$ cat src/rtl/mood_pkg.sv
// Shared constants and helpers for the mood counter bank.
package mood_pkg;

  localparam int DEF_N_CH   = 4;
  localparam int DEF_W      = 8;
  localparam int DEF_STEP_W = 4;

  // Which update a channel applies on the current edge, highest priority first.
  typedef enum logic [2:0] {
    ACT_HOLD,
    ACT_LOAD,
    ACT_INC,
    ACT_DEC,
    ACT_DECAY
  } chan_act_e;

  function automatic int baseline_of(input int w);
    return 1 << (w - 1);
  endfunction

  // One guard bit above the operand width, so an add never wraps before the clamp.
  function automatic int sat_w(input int w);
    return w + 1;
  endfunction

endpackage

$ cat src/rtl/mood_counter_bank_if.sv
// Request/status bundle between the stimulus decoders and the mood counter bank.
interface mood_counter_bank_if #(
  parameter int N_CH   = 4,
  parameter int W      = 8,
  parameter int STEP_W = 4
);

  logic [N_CH-1:0]   inc;
  logic [N_CH-1:0]   dec;
  logic [STEP_W-1:0] step;
  logic [N_CH-1:0]   setval;
  logic [W-1:0]      set_value;
  logic              decay_en;
  logic [N_CH*W-1:0] value;
  logic [N_CH-1:0]   at_max;
  logic [N_CH-1:0]   at_min;
  logic              decay_tick;
  logic [N_CH-1:0]   high;

  modport master (
    output inc, dec, step, setval, set_value, decay_en,
    input  value, at_max, at_min, decay_tick, high
  );

  modport slave (
    input  inc, dec, step, setval, set_value, decay_en,
    output value, at_max, at_min, decay_tick, high
  );

endinterface

$ cat src/rtl/mood_channel.sv
// One saturating mood channel: load > inc/dec > decay toward baseline.
// Optional hysteretic high flag when MOOD_COUNTER_HYST_EN is defined.
module mood_channel
  import mood_pkg::*;
#(
  parameter int W        = DEF_W,
  parameter int STEP_W   = DEF_STEP_W,
  parameter int BASELINE = baseline_of(DEF_W)
`ifdef MOOD_COUNTER_HYST_EN
  ,
  parameter int HI_TH    = 192,
  parameter int HYST     = 16
`endif
) (
  input  logic              clk,
  input  logic              rst_n,
  input  logic              setval,
  input  logic              inc,
  input  logic              dec,
  input  logic [STEP_W-1:0] step,
  input  logic [W-1:0]      set_value,
  input  logic              decay_tick,
  output logic [W-1:0]      value,
  output logic              high
);

  localparam int              SW      = sat_w((W > STEP_W) ? W : STEP_W);
  localparam logic [W-1:0]    BASE    = W'(BASELINE);
  localparam logic [SW-1:0]   MAX_EXT = SW'({W{1'b1}});

  chan_act_e     act;
  logic [SW-1:0] value_ext;
  logic [SW-1:0] step_ext;
  logic [SW-1:0] sum;
  logic [W-1:0]  diff;
  logic [W-1:0]  value_next;

  assign value_ext = SW'(value);
  assign step_ext  = SW'(step);
  assign sum       = value_ext + step_ext;
  assign diff      = value - step_ext[W-1:0];

  // inc and dec together is activity without movement, so it still blocks decay.
  always_comb begin
    act = ACT_HOLD;
    if (setval)
      act = ACT_LOAD;
    else if (inc && !dec)
      act = ACT_INC;
    else if (dec && !inc)
      act = ACT_DEC;
    else if (!inc && !dec && decay_tick)
      act = ACT_DECAY;
  end

  always_comb begin
    value_next = value;
    case (act)
      ACT_LOAD:  value_next = set_value;
      ACT_INC:   value_next = (sum > MAX_EXT) ? {W{1'b1}} : sum[W-1:0];
      ACT_DEC:   value_next = (step_ext > value_ext) ? '0 : diff;
      ACT_DECAY: begin
        if (value > BASE)
          value_next = value - W'(1);
        else if (value < BASE)
          value_next = value + W'(1);
      end
      default:   value_next = value;
    endcase
  end

  always_ff @(posedge clk) begin
    if (!rst_n)
      value <= BASE;
    else
      value <= value_next;
  end

`ifdef MOOD_COUNTER_HYST_EN
  localparam logic [W-1:0] HI_SET = W'(HI_TH);
  localparam logic [W-1:0] HI_CLR = W'(HI_TH - HYST);

  // Judged on value_next so the flag moves on the same edge as the value.
  always_ff @(posedge clk) begin
    if (!rst_n)
      high <= 1'b0;
    else if (value_next >= HI_SET)
      high <= 1'b1;
    else if (value_next <= HI_CLR)
      high <= 1'b0;
  end
`else
  assign high = 1'b0;
`endif

endmodule

$ cat src/rtl/mood_counter_bank.sv
// Bank of N_CH decaying saturating mood counters sharing one decay prescaler.
// Define MOOD_COUNTER_HYST_EN to enable the hysteretic high flags.
module mood_counter_bank
  import mood_pkg::*;
#(
  parameter int N_CH         = DEF_N_CH,
  parameter int W            = DEF_W,
  parameter int STEP_W       = DEF_STEP_W,
  parameter int DECAY_PERIOD = 16,
  parameter int BASELINE     = baseline_of(W)
`ifdef MOOD_COUNTER_HYST_EN
  ,
  parameter int HI_TH        = 192,
  parameter int HYST         = 16
`endif
) (
  input  logic                 clk,
  input  logic                 rst_n,
  mood_counter_bank_if.slave   bus
);

  localparam int            PW       = $clog2(DECAY_PERIOD);
  localparam logic [PW-1:0] PRE_LAST = PW'(DECAY_PERIOD - 1);

  logic [PW-1:0] prescale;

  // Prescaler parks at 0 while decay is disabled so a fresh enable waits a full period.
  always_ff @(posedge clk) begin
    if (!rst_n)
      prescale <= '0;
    else if (!bus.decay_en || prescale == PRE_LAST)
      prescale <= '0;
    else
      prescale <= prescale + PW'(1);
  end

  assign bus.decay_tick = bus.decay_en && (prescale == PRE_LAST);

  for (genvar c = 0; c < N_CH; c++) begin : g_ch
    logic [W-1:0] ch_value;

    mood_channel #(
      .W        (W),
      .STEP_W   (STEP_W),
      .BASELINE (BASELINE)
`ifdef MOOD_COUNTER_HYST_EN
      ,
      .HI_TH    (HI_TH),
      .HYST     (HYST)
`endif
    ) u_channel (
      .clk        (clk),
      .rst_n      (rst_n),
      .setval     (bus.setval[c]),
      .inc        (bus.inc[c]),
      .dec        (bus.dec[c]),
      .step       (bus.step),
      .set_value  (bus.set_value),
      .decay_tick (bus.decay_tick),
      .value      (ch_value),
      .high       (bus.high[c])
    );

    assign bus.value[c*W +: W] = ch_value;
    assign bus.at_max[c]       = &ch_value;
    assign bus.at_min[c]       = ~|ch_value;
  end

endmodule
$ cat src/flat_wrapper.sv
// flat-port wrapper written by rule: the top's interface ports become plain ports
module mood_counter_bank_flat import mood_pkg::*;
#(
  parameter int N_CH         = DEF_N_CH,
  parameter int W            = DEF_W,
  parameter int STEP_W       = DEF_STEP_W,
  parameter int DECAY_PERIOD = 16,
  parameter int BASELINE     = baseline_of(W)

)
  (clk, rst_n, bus_inc, bus_dec, bus_step, bus_setval, bus_set_value, bus_decay_en, bus_value, bus_at_max, bus_at_min, bus_decay_tick, bus_high);
  mood_counter_bank_if #(.N_CH(N_CH), .W(W), .STEP_W(STEP_W)) bus_i ();
  input  logic clk;
  input  logic rst_n;
  input wire logic [$bits(bus_i.inc)-1:0] bus_inc;
  input wire logic [$bits(bus_i.dec)-1:0] bus_dec;
  input wire logic [$bits(bus_i.step)-1:0] bus_step;
  input wire logic [$bits(bus_i.setval)-1:0] bus_setval;
  input wire logic [$bits(bus_i.set_value)-1:0] bus_set_value;
  input wire logic [$bits(bus_i.decay_en)-1:0] bus_decay_en;
  output wire logic [$bits(bus_i.value)-1:0] bus_value;
  output wire logic [$bits(bus_i.at_max)-1:0] bus_at_max;
  output wire logic [$bits(bus_i.at_min)-1:0] bus_at_min;
  output wire logic [$bits(bus_i.decay_tick)-1:0] bus_decay_tick;
  output wire logic [$bits(bus_i.high)-1:0] bus_high;
  assign bus_i.inc = bus_inc;
  assign bus_i.dec = bus_dec;
  assign bus_i.step = bus_step;
  assign bus_i.setval = bus_setval;
  assign bus_i.set_value = bus_set_value;
  assign bus_i.decay_en = bus_decay_en;
  assign bus_value = bus_i.value;
  assign bus_at_max = bus_i.at_max;
  assign bus_at_min = bus_i.at_min;
  assign bus_decay_tick = bus_i.decay_tick;
  assign bus_high = bus_i.high;
  mood_counter_bank #(.N_CH(N_CH), .W(W), .STEP_W(STEP_W), .DECAY_PERIOD(DECAY_PERIOD), .BASELINE(BASELINE)) u_core (.clk(clk), .rst_n(rst_n), .bus(bus_i));
endmodule
$ cat config.mk
export PLATFORM = sky130hd
export DESIGN_NAME = mood_counter_bank_flat
export DESIGN_NICKNAME = d
export VERILOG_FILES = /design/src/rtl/mood_pkg.sv /design/src/rtl/mood_counter_bank_if.sv /design/src/rtl/mood_channel.sv /design/src/rtl/mood_counter_bank.sv /design/src/flat_wrapper.sv
export SDC_FILE = /design/constraint.sdc
export NUM_CORES = 1
export LEC_CHECK = 0
export BUFFER_PORTS_ARGS = -buffer_cell sky130_fd_sc_hd__buf_2
export CAP_MARGIN = 20
export CORE_MARGIN = 8
export CORE_UTILIZATION = 35
export CTS_CLUSTER_SIZE = 25
export DETAILED_ROUTE_END_ITERATION = 8
export PLACE_DENSITY = 0.63
export SLEW_MARGIN = 20
export SYNTH_ARGS = -nofsm -noshare
export SYNTH_HDL_FRONTEND = slang
export SYNTH_HIERARCHICAL = 1
export SYNTH_SLANG_ARGS = --single-unit
$ cat constraint.sdc
create_clock -name clk -period 3.02 [get_ports clk]
set_input_delay 0.151 -clock clk [delete_from_list [all_inputs] [get_ports clk]]
set_output_delay 0.151 -clock clk [all_outputs]
set_load 0.01 [all_outputs]
==> results of run 1 <==
[Yosys cell counts (11+ instances only)]
library cell,count
a21oi_1,63
a21o_1,14
dfxtp_1,36
nor2_1,47
nand2_1,67
buf_2,13
fa_1,12
nor2b_1,16
inv_1,53
o21ai_1,13
xnor2_1,16
a211oi_1,11
o21ai_0,38
nand3_1,15
o21a_1,14
nor3_1,22
or4_1,14
a221oi_1,15
nand4_1,11
clkbuf_1,16
xor2_1,21
nand2b_1,12
ha_1,61
[worst max-delay path, cell delays in order (launching register included)]
cell and delay, ns:
dfxtp_1 0.39, or4_1 0.51, o21ai_1 0.20, inv_1 0.13, ha_1 0.35, a21oi_1 0.16, nand2_1 0.12, xnor2_1 0.17
nor3b_1 0.34, xnor2_1 0.18, o22ai_1 0.11
[cell families (layout without fill, tap and decap cells)]
kind of cell / count (synthesis) / in the layout
XOR/XNOR: 37 / 37
AO/OA/AOI/OAI: 274 / 274
flip-flops: 36 / 36
adder cells (fa/ha/maj): 76 / 76
other: 4 / 4
buffers and inverters: 97 / 169
multiplexers: 8 / 8
AND/OR/NAND/NOR: 254 / 254
[cell usage in the layout, fill, tap and decap left out, types with 12 or more instances in the layout]
| master | Yosys | final |
|---|---|---|
| nand2b_1 | 12 | 12 |
| buf_2 | 13 | 67 |
| ha_1 | 61 | 61 |
| fa_1 | 12 | 12 |
| nor3_1 | 22 | 22 |
| xnor2_1 | 16 | 16 |
| buf_4 | 7 | 41 |
| a221oi_1 | 15 | 15 |
| xor2_1 | 21 | 21 |
| or4_1 | 14 | 14 |
| nand3_1 | 15 | 15 |
| nor2_1 | 47 | 47 |
| o21ai_1 | 13 | 13 |
| nand2_1 | 67 | 67 |
| o21ai_0 | 38 | 38 |
| a21oi_1 | 63 | 63 |
| nor2b_1 | 16 | 16 |
| a21o_1 | 14 | 14 |
| inv_1 | 53 | 53 |
| o21a_1 | 14 | 14 |
| dfxtp_1 | 36 | 36 |
[path summary, 6_finish.rpt]
check,startpoint,endpoint,slack (ns),cells after the start
worst min-delay path,bus_decay_en,u_core/prescale[2]$_SDFF_PP0_,0.12,2
worst max register to register,u_core/g_ch[0].u_channel/value[3]$_SDFFE_PN0P_,u_core/g_ch[0].u_channel/value[4]$_SDFFE_PN0P_,0.24,10
worst max-delay path,u_core/g_ch[0].u_channel/value[3]$_SDFFE_PN0P_,u_core/g_ch[0].u_channel/value[4]$_SDFFE_PN0P_,0.24,10
worst min register to register,u_core/prescale[0]$_SDFF_PP0_,u_core/prescale[0]$_SDFF_PP0_,0.45,1
[where the power goes]
part,internal (mW),total (mW),leakage (nW),switching [mW]
combinational,0.608,1.48,2.55,0.869
sequential,0.518,0.546,0.299,0.0285
clock,0.301,0.512,0.0667,0.212
total,1.43,2.54,2.91,1.11
[registers in the layout, summed over array words and instances (netlist names)]
name,count
u_core/g_ch.u_channel/value,32
u_core/prescale,4
[routing by layer]
| layer | global-route usage | up-vias | share of wire | routed length, µm |
|---|---|---|---|---|
| met5 | 0 | - | 0 | 0 |
| met4 | 0.0340 | 0 | 0.011 | 199 |
| met3 | 0.0216 | 14 | 0.065 | 1230 |
| met2 | 0.272 | 224 | 0.46 | 8700 |
| met1 | 0.235 | 2881 | 0.46 | 8660 |
| li1 | - | 3058 | - | - |
[area by class of cell]
type / instances / share of cell area
timing repair buffer: 108 / 0.0949
multi-input combinational: 653 / 0.709
clock buffer: 6 / 0.0190
sequential: 36 / 0.106
inverter: 54 / 0.0299
tap: 220 / 0.0406
clock inverter: 1 / 0.000738
[stage by stage]
step           power, mW  utilization  setup slack (ns)  area, µm²
6_report            2.54        0.409             0.242       6780
5_1_grt             2.71        0.409            0.0997       6780
4_1_cts             2.53        0.409             0.280       6780
3_5_place_dp        2.01        0.401             0.346       6650
3_3_place_gp        2.00        0.401             0.380       6650
2_1_floorplan       1.63            -             0.354       5950
==> impl_metrics.ini, run 1 <==
[status]
status = complete, no violations

[global_routing]
overflow = 0
antenna_found_initial = 0
grt_pass1_vias = 5821
grt_max_degree = 27
track_usage = 0.169
grt_pass1_wl_mm = 30.3

[clocking]
numClockSinks = 36
cts_buffers = 5
clock_latency_ns = 0.28
cts_max_level = 2
clk_path_buf_depth = 2
clk_pin_slew_ns = 0.06
clk_root_buffer_cell = clkbuf_16
cts_resized = 0
post_cts_buffers = 0
hold_buffers = 0
cts_tree = built

[synthesis]
synth_edf_count = 0
synth_cell_types = 80
synth_top_family_by_area = compound AO/OA/AOI/OAI gates
syn_area_per_cell_um2 = 7.57
syn_nets = 886
synthCells = 786
synth_xor_area_frac = 0.0544
synth-seq-cells = 36
synth_area_leaders = ha_1, dfxtp_1, a21oi_1
yosys.area.top_type_share = 0.128
ys.flop_type = dfxtp_1
ys_warn_count = 6
synth-async-reset-ratio = 0
synthMuxAreaShare = 0.0143
netlist_area_mm2 = 0.00595
synth_area_leader_cell = ha_1
synth_seq_area_share = 0.121
synth-simple-area-share = 0.238
synthAdderAreaFrac = 0.174
synth-compound-area-share = 0.324

[route]
dr.pass1.iters = 8
routed-via-count = 6177
drt-total-wl_mm = 18.8
avgViaCountPerCell = 5.73
final_antenna_net_count = 0
wl_per_cell_um = 17.4
drtIter0Drc = 605
drc_errors = 0

[final_layout]
seqCellArea_um2 = 721
n_fill_cell = 1754
final_cells = 1078
area_delta_synth_final_pct = 13.9
fin_nets = 958
multi_input_area_mm2 = 0.00480
diodes = 0
drive_gt1_frac = 0.188

[worst_setup_path]
end_kind = flip-flop
critPathMaxFanout = 8
cp.required_ns = 3.19
critical_path_arrival_ns = 2.94
crit_path_start_kind = flip-flop
worst-setup-path-type = reg2reg

[floorplan]
io_pins = 72
coreArea_mm2 = 0.0166
rows = 47
initial_utilization = 0.359
die_x_um = 146
die-area_mm2 = 0.0214
die_y_um = 146

[placement]
dp_cells = 1071
post-dp-hpwl_mm = 14.4
port_buffers = 67
routabilityCongestion = 0.906

[power_and_ir_drop]
cellPowerDensity_mw_per_mm2 = 374
ir_worst_vdd_mv = 0.206
cellLeakagePower_nw = 2.91

[sta]
finalCritPeriodShare = 0.920
rsz0062_at_grt = no
fmax_mhz = 360
fin_crit_ns = 2.78
hold_slack_ns = 0.117
slew_headroom = 0.542
final-max-slew-violation-count = 0
setup_tns_ns = 0
skew_ns = 0.00427
tightest_slew_ns = 0.685
final_hold_viol_count = 0
setup_viol = 0

[worst_hold_path]
worstHoldPathType = in2reg

[flow_run]
cap_violations = 0
(Power assumes the default switching activity.)
==> run 2, diff against run 1 <==
==> constraint.sdc (replaced) <==
create_clock -name clk -period 3.3 [get_ports clk]
set_input_delay 0.165 -clock clk [delete_from_list [all_inputs] [get_ports clk]]
set_output_delay 0.165 -clock clk [all_outputs]
set_load 0.01 [all_outputs]
==> run 2 against run 1 <==
Against the previous run: combinational power down 9%; count of clock-buffer cells in the layout unchanged; register-to-register slack better by 0.14 ns; fmax down 4.8%; global-route usage up 0.24 points; via count up 1.2%; total power down 7.6%.
==> impl_metrics.ini, run 2 (same netlist as run 1, synthesis figures left out) <==
[status]
status = complete, no violations

[clocking]
clk_pin_slew_ns = 0.06
cts_max_level = 2
cts_resized = 0
hold_buffers = 0
numClockSinks = 36
post_cts_buffers = 0
clock_latency_ns = 0.29
clk_path_buf_depth = 2
clk_root_buffer_cell = clkbuf_16
cts_buffers = 5
cts_tree = built

[sta]
rsz0062_at_grt = no
final-max-slew-violation-count = 0
final_hold_viol_count = 0
fin_crit_ns = 2.92
fmax_mhz = 343
setup_viol = 0
skew_ns = 0.00770
slew_headroom = 0.531
finalCritPeriodShare = 0.884
setup_tns_ns = 0
tightest_slew_ns = 0.703

[global_routing]
grt_pass1_wl_mm = 30.6
grt_pass1_vias = 5774
track_usage = 0.171
overflow = 0
antenna_found_initial = 0
grt_max_degree = 42

[final_layout]
design_area_mm2 = 0.00677
top_register = u_core/g_ch.u_channel/value
area_delta_synth_final_pct = 13.7
fin_nets = 955
final_cell_mix = buf_2, nand2_1, a21oi_1
drive_gt1_frac = 0.187
diodes = 0
reg.largest.list = u_core/g_ch.u_channel/value (32), u_core/prescale (4)
largest_reg_flops = 32

[route]
drc_errors = 0
drtIter0Drc = 656
dr.pass1.iters = 6
final_antenna_net_count = 0
avgViaCountPerCell = 5.81
wl_per_cell_um = 17.7
drt-total-wl_mm = 19.0
routed-via-count = 6254

[worst_setup_path]
critPathMaxFanout = 8
cp.required_ns = 3.47
max_stage_delay_ns = 0.57
critical_path_arrival_ns = 3.09
worstRegToRegCells = 10
crit_path_start_kind = flip-flop
worst-setup-path-type = reg2reg
crit_chain = nor4_4 -> buf_4 -> a21oi_1 -> ha_1 -> a211o_1 -> a221oi_1 -> a211oi_1 -> xor2_1 -> a32oi_1 -> o31ai_1
end_kind = flip-flop
crit_slowest_cell = dfxtp_1

[power_and_ir_drop]
cellLeakagePower_nw = 2.91
cellPowerDensity_mw_per_mm2 = 346
ir_worst_vdd_mv = 0.238

[floorplan]
die-area_mm2 = 0.0214
io_pins = 72
rows = 47
coreArea_mm2 = 0.0166
die_y_um = 146
initial_utilization = 0.359
die_x_um = 146

[worst_hold_path]
worstHoldPathCells = 2
worstHoldPathType = in2reg

[placement]
port_buffers = 67
post-dp-hpwl_mm = 14.3
routabilityCongestion = 0.879
postPlaceCellArea_mm2 = 0.00662

[flow_run]
cap_violations = 0
## run 2: changes by cell type in the layout (fill, tap and decap cells not counted), sizes merged
cell,delta
clkinv,+1
buf,-3
## run 2: area by class of cell
type / count / area (µm²)
Clock buffer: 6 / 139
Sequential cell: 36 / 721
Timing Repair Buffer: 105 / 621
Fill cell: 1756 / 9810
Inverter: 54 / 203
Clock inverter: 2 / 10.0
Multi-Input combinational cell: 653 / 4800
Tap cell: 220 / 275
## run 2: critical path, delay by kind of cell (launching register included)
kind                     cells  cell delay [ns]
AND/OR/NAND/NOR              1             0.08
adder cells (fa/ha/maj)      1             0.35
flip-flops                   1             0.57
XOR/XNOR                     1             0.17
AO/OA/AOI/OAI                6             1.45
buffers and inverters        1             0.19
## run 2: final timing paths
| kind | slack [ns] | to | start |
|---|---|---|---|
| setup reg to reg | 0.38 | u_core/g_ch[3].u_channel/value[5]$_SDFFE_PN0P_ | u_core/g_ch[3].u_channel/value[2]$_SDFFE_PN0P_ |
| hold reg to reg | 0.45 | u_core/prescale[0]$_SDFF_PP0_ | u_core/prescale[0]$_SDFF_PP0_ |
| hold / removal | 0.13 | u_core/prescale[2]$_SDFF_PP0_ | bus_decay_en |
| setup / recovery | 0.38 | u_core/g_ch[3].u_channel/value[5]$_SDFFE_PN0P_ | u_core/g_ch[3].u_channel/value[2]$_SDFFE_PN0P_ |
## run 2: metrics by stage
| step | hold WS, ns | setup slack (ns) | power (mW) | util | std cells |
|---|---|---|---|---|---|
| floorplan | 0.311 | 0.634 | 1.49 | - | 786 |
| global placement | 0.425 | 0.496 | 1.82 | 0.399 | 1068 |
| detailed placement | 0.430 | 0.491 | 1.83 | 0.399 | 1068 |
| CTS | 0.131 | 0.481 | 2.34 | 0.408 | 1076 |
| global route | 0.164 | 0.250 | 2.51 | 0.408 | 1076 |
| finish | 0.131 | 0.382 | 2.34 | 0.408 | 1076 |
## run 2: where the power goes
part	total, mW	internal (mW)	switching, mW
combinational	1.34	0.552	0.793
clock	0.495	0.298	0.196
sequential	0.503	0.474	0.0290
total	2.34	1.32	1.02
## run 2: layer usage
metal | GRT usage | wire [µm] | vias up
met5 | 0 | 0 | -
li1 | - | - | 3063
met1 | 0.236 | 8860 | 2921
met2 | 0.265 | 8290 | 234
met3 | 0.0318 | 1330 | 36
met4 | 0.0495 | 563 | 0
